<file path="src/rtl/bv_priority_encoder_pkg.sv">
// Shared sizing constants for the bit-vector priority encoder.
// Width helpers live here so sub-modules and top agree on them.
package bv_priority_encoder_pkg;
  localparam int RULE_NUM_DEF = 128;
  localparam int CHUNK_W      = 32;
  localparam int STAT_W       = 32;

  function automatic int clog2(input int n);
    int r;
    r = 0;
    while ((1 << r) < n) r++;
    return r;
  endfunction
endpackage

</file>
<file path="src/rtl/bv_priority_encoder_pe_chunk.sv">
// Combinational lowest-set-bit finder for a W-bit slice.
// off is 0 when the slice is empty; qualify it with any.
module pe_chunk
  import bv_priority_encoder_pkg::*;
#(
  parameter int W     = CHUNK_W,
  parameter int OFF_W = (W > 1) ? clog2(W) : 1
) (
  input  logic [W-1:0]     bits,
  output logic             any,
  output logic [OFF_W-1:0] off
);
  always_comb begin
    any = |bits;
    off = '0;
    // Scan downwards so the lowest set bit is the last one written.
    for (int i = W - 1; i >= 0; i--)
      if (bits[i]) off = OFF_W'(i);
  end
endmodule

</file>
<file path="src/rtl/bv_priority_encoder.sv">
// Three-stage priority encoder: lowest set rule bit wins, plus
// saturating lookup/miss statistics for the control plane.
module bv_priority_encoder
  import bv_priority_encoder_pkg::*;
#(
  parameter int RULE_NUM = RULE_NUM_DEF,
  parameter int CHUNK    = CHUNK_W,
  parameter int ID_W     = clog2(RULE_NUM)
) (
  input  logic                clk,
  input  logic                reset,
  input  logic                bv_in_valid,
  input  logic [RULE_NUM-1:0] bv_in,
  input  logic                stat_clr,
  output logic                match_valid,
  output logic                match_hit,
  output logic [ID_W-1:0]     match_id,
  output logic [STAT_W-1:0]   lookup_cnt,
  output logic [STAT_W-1:0]   miss_cnt
);
  localparam int STAGES = 3;
  localparam int NCH    = RULE_NUM / CHUNK;
  localparam int OFF_W  = clog2(CHUNK);
  localparam int SEL_W  = (NCH > 1) ? clog2(NCH) : 1;
  localparam logic [STAT_W-1:0] SAT = '1;

  logic [STAGES:1] vld_pipe;

  // stage 1: per-slice any/offset
  logic [NCH-1:0]            any_c, any1;
  logic [NCH-1:0][OFF_W-1:0] off_c, off1;

  for (genvar k = 0; k < NCH; k++) begin : g_chunk
    pe_chunk #(.W(CHUNK), .OFF_W(OFF_W)) u_pe (
      .bits (bv_in[k*CHUNK +: CHUNK]),
      .any  (any_c[k]),
      .off  (off_c[k])
    );
  end

  // stage 2: pick the lowest non-empty slice
  logic             hit_s;
  logic [SEL_W-1:0] sel_s;
  logic             hit2;
  logic [ID_W-1:0]  id2;

  pe_chunk #(.W(NCH), .OFF_W(SEL_W)) u_sel (
    .bits (any1),
    .any  (hit_s),
    .off  (sel_s)
  );

  always_ff @(posedge clk or negedge reset) begin
    if (!reset) begin
      vld_pipe    <= '0;
      any1        <= '0;
      off1        <= '0;
      hit2        <= 1'b0;
      id2         <= '0;
      match_hit   <= 1'b0;
      match_id    <= '0;
    end else begin
      vld_pipe <= {vld_pipe[STAGES-1:1], bv_in_valid};
      any1     <= any_c;
      off1     <= off_c;
      hit2     <= hit_s;
      id2      <= hit_s ? ID_W'({sel_s, off1[sel_s]}) : '0;
      // Outputs hold between results; consumers only look on match_valid.
      if (vld_pipe[2]) begin
        match_hit <= hit2;
        match_id  <= id2;
      end
    end
  end

  assign match_valid = vld_pipe[STAGES];

  // Clear beats a same-cycle count; both counters stick at all-ones.
  always_ff @(posedge clk or negedge reset) begin
    if (!reset) begin
      lookup_cnt <= '0;
      miss_cnt   <= '0;
    end else if (stat_clr) begin
      lookup_cnt <= '0;
      miss_cnt   <= '0;
    end else if (vld_pipe[2]) begin
      if (lookup_cnt != SAT)        lookup_cnt <= lookup_cnt + 1'b1;
      if (!hit2 && miss_cnt != SAT) miss_cnt   <= miss_cnt + 1'b1;
    end
  end
endmodule

</file>
<file path="config.mk">
export PLATFORM = sky130hd
export DESIGN_NAME = bv_priority_encoder
export DESIGN_NICKNAME = d
export VERILOG_FILES = /design/src/rtl/bv_priority_encoder_pkg.sv /design/src/rtl/bv_priority_encoder_pe_chunk.sv /design/src/rtl/bv_priority_encoder.sv
export SDC_FILE = /design/constraint.sdc
export NUM_CORES = 1
export LEC_CHECK = 0
export ABC_AREA = 1
export CAP_MARGIN = 40
export CELL_PAD_IN_SITES_DETAIL_PLACEMENT = 1
export CELL_PAD_IN_SITES_GLOBAL_PLACEMENT = 2
export CORE_UTILIZATION = 27
export CTS_CLUSTER_DIAMETER = 200
export DETAILED_ROUTE_END_ITERATION = 6
export PLACE_DENSITY_LB_ADDON = 0.3
export SLEW_MARGIN = 20
export SYNTH_ARGS = -nofsm -noshare
export SYNTH_HDL_FRONTEND = slang
export SYNTH_SLANG_ARGS = --single-unit
</file>
<file path="constraint.sdc">
create_clock -name clk -period 5.1 [get_ports clk]
set_clock_uncertainty 0.2 [all_clocks]
set_input_delay 1.02 -clock clk [delete_from_list [all_inputs] [get_ports clk]]
set_output_delay 1.02 -clock clk [all_outputs]
set_load 0.005 [all_outputs]
</file>
==> flow_summary.ini <==
[layout]
area_growth_pct = 43.2
drive_gt1_share_pct = 6.34
num-nets-final = 1296
insertedDiodeCount = 0

[power_and_ir_drop]
p_leak_nw = 4.23
p_total_mw = 1.96
ir_drop_mv = 0.145
power_density_nw_per_um2 = 211

[cts]
post-cts-setup-buffers = 0
clockBufferDepth = 2
cts_sinks = 107
insertion_delay_ps = 360
cts_made_buffers = 9
root_buffer = clkbuf_16
clk_pin_slew_ps = 80
cts_hold_buf = 0
cts_tree = yes
h-tree-depth = 3
cts_resized = 0

[die]
ios = 205
die_area_sq_um = 24700
initial_core_util_pct = 27.6
rows = 56
core_area_sq_um = 23500
die_w_microns = 157
die_h_microns = 157

[yosys]
syn_area_per_cell_sq_um = 6.83
synth-simple-area-share_pct = 33.7
synth_compound_area_share_pct = 12.5
synth_fp_nets = 1085
synth-xor-area-share_pct = 0
async_flop_share_pct = 100
yosysTopAreaCell = dfrtp_1
ys_warn_count = 0
synthMuxAreaShare_pct = 0
synth_flop_cell = dfrtp_1
synth_edf_count = 0
synth.area.top_cells = dfrtp_1 41%, nand2_1 14%, inv_1 11%, nor2_1 7.0%, a21oi_1 4.9%
yosysSeqAreaShare_pct = 41.2
synth_top_family_by_area = simple AND/OR/NAND/NOR gates
syn_inst = 951
synth.top_cell.area_share_pct = 41.2
ys_types = 37
ys_seq_elements = 107
synth_area_sq_um = 6500
yosys.area_share.adder_pct = 0.385

[place]
gp_congestion = 0.795
portBuffers = 204
dp_hpwl_microns = 15600

[timing]
fin_setup_tns_ps = 0
fmax_ghz = 0.287
rsz0062_at_grt = no
setup_viol = 0
post-route-period-util_pct = 68.3
hold_viol = 0
hold-worst-slack_ps = 157
period_needed_ps = 3480
slew_viol_final = 0
max-slew-margin-rel_pct = 53.2
tightest_slew_ps = 697

[drt]
drc_errors = 0
avgViaCountPerCell = 4.47
wl_per_cell_microns = 12.8
vias = 6640
drt_iter0_markers = 212
drt-total-wl_microns = 19000
dr.pass1.iters = 4
drtAntennaViolNets = 0

[global_routing]
grt_pass1_vias = 6664
gr-usage-met3_pct = 3.28
grt_use_total_pct = 16.0
busiest_layer = met2
overflow = 0
grt_util_met1_pct = 19.5
grt_pass1_wl_microns = 31600
grt_max_degree = 49
antenna_found_initial = 0
gr-usage-met2_pct = 28.7

[run]
cap_violations = 0

[status]
status = completed

[critical_path]
r2r_end = lookup_cnt[31]$_DFFE_PN0P_
end_kind = flop
critPathMaxFanout = 33
worstSetupPathType = in2reg
timing.rr.start = lookup_cnt[0]$_DFFE_PN0P_
r2r_cells = 19
required_ps = 5150
rrSetupSlack_ps = 2160
worstSetupStartpointType = primary input
arrival_ps = 3530

[min_path]
min_path_type = reg2reg
hp-start = vld_pipe[1]$_DFF_PN0_
worstHoldEndpoint = vld_pipe[2]$_DFF_PN0_
hold_depth = 0
==> power breakdown <==
group | total, mW | switching (mW) | leakage, nW | internal (mW)
combinational | 0.274 | 0.128 | 2.63 | 0.146
sequential | 0.869 | 0.00802 | 1.44 | 0.861
clock | 0.818 | 0.334 | 0.166 | 0.484
total | 1.96 | 0.470 | 4.23 | 1.49
==> per-stage QoR <==
step           worst slack, ps  instance area (sq um)  util, %  instances
6_report                  1620                   9300     39.5       1486
5_1_grt                   1250                   9300     39.5       1486
4_1_cts                   1590                   9300     39.5       1485
3_5_place_dp              1210                   8950     38.0       1469
3_3_place_gp              1280                   8920     37.9       1468
2_1_floorplan             2170                   6500        -        951
==> cells in the final DEF (no fill, tap or decap), types with 3 or more instances in the layout <==
cell type,instances
inv_2,7
nand2_1,243
clkbuf_16,9
dfrtp_1,107
nand3_2,5
a31oi_1,4
nand4_1,7
nand2_2,11
o31ai_1,3
nor2_2,9
o21ai_0,40
nor2_1,122
a311oi_1,4
nor3_1,29
inv_1,191
nand3_1,24
bufinv_16,3
clkdlybuf4s50_1,203
o21bai_1,3
nor4_1,19
a211oi_1,9
buf_4,4
a21oi_1,64
o21ai_1,8
nor3_2,3
o21a_1,7
nor2_4,8
==> sequential cells by signal (all words and copies together), names as in the netlist <==
name / cells
any1: 4
match_id: 7
match_hit: 1
off1: 20
miss_cnt: 32
hit2: 1
lookup_cnt: 32
vld_pipe: 3
id2: 7
==> layer usage <==
| metal | part of all wire [%] | vias up |
|---|---|---|
| met5 | 0 | - |
| met1 | 45 | 3102 |
| met4 | 0.98 | 0 |
| met2 | 49 | 125 |
| met3 | 4.2 | 13 |
| li1 | - | 3400 |
==> cells in the mapped netlist, drive strengths merged, types with 8 or more instances <==
master / number
o21ai: 48
nand4: 8
nand3: 30
inv: 198
a211oi: 9
nor4: 20
dfrtp: 107
nand2: 256
a21oi: 64
nor3: 32
nor2: 139
==> worst max path at each step <==
stage | cells past startpoint | to | start | slack, ps
global route | 16 | lookup_cnt[31]$_DFFE_PN0P_ | stat_clr | 1250
CTS | 15 | lookup_cnt[25]$_DFFE_PN0P_ | stat_clr | 1590
finish | 16 | lookup_cnt[31]$_DFFE_PN0P_ | stat_clr | 1620
floorplan | 15 | lookup_cnt[25]$_DFFE_PN0P_ | stat_clr | 2170
detailed placement | 15 | lookup_cnt[25]$_DFFE_PN0P_ | stat_clr | 1210
global placement | 15 | lookup_cnt[25]$_DFFE_PN0P_ | stat_clr | 1280
==> layout make-up <==
type | instances | area (sq um)
Sequential cell | 107 | 2680
Tap cell | 319 | 399
Timing Repair Buffer | 209 | 2100
Fill cell | 3004 | 14200
Inverter | 200 | 753
Clock buffer | 9 | 225
Clock inverter | 7 | 124
Multi-Input combinational cell | 635 | 3030
==> cells by family after synthesis <==
family	count (synthesis)
adders and majority gates	2
DFF	107
AOI/OAI and AO/OA	145
buffers and inverters	209
and+or+nand+nor	488
==> critical path, cell delays in order <==
cell	delay, ps
clkdlybuf4s50_1	500
inv_2	230
nand4_1	190
nand2_2	130
nor3_2	160
nand3_1	110
nor2_1	100
nand2_1	70
nor2_2	110
nand4_1	150
nor2_2	250
inv_2	70
nor3_2	160
nand2_1	100
o21ai_1	120
a21oi_1	50
Power figures use the tool's default switching activity.
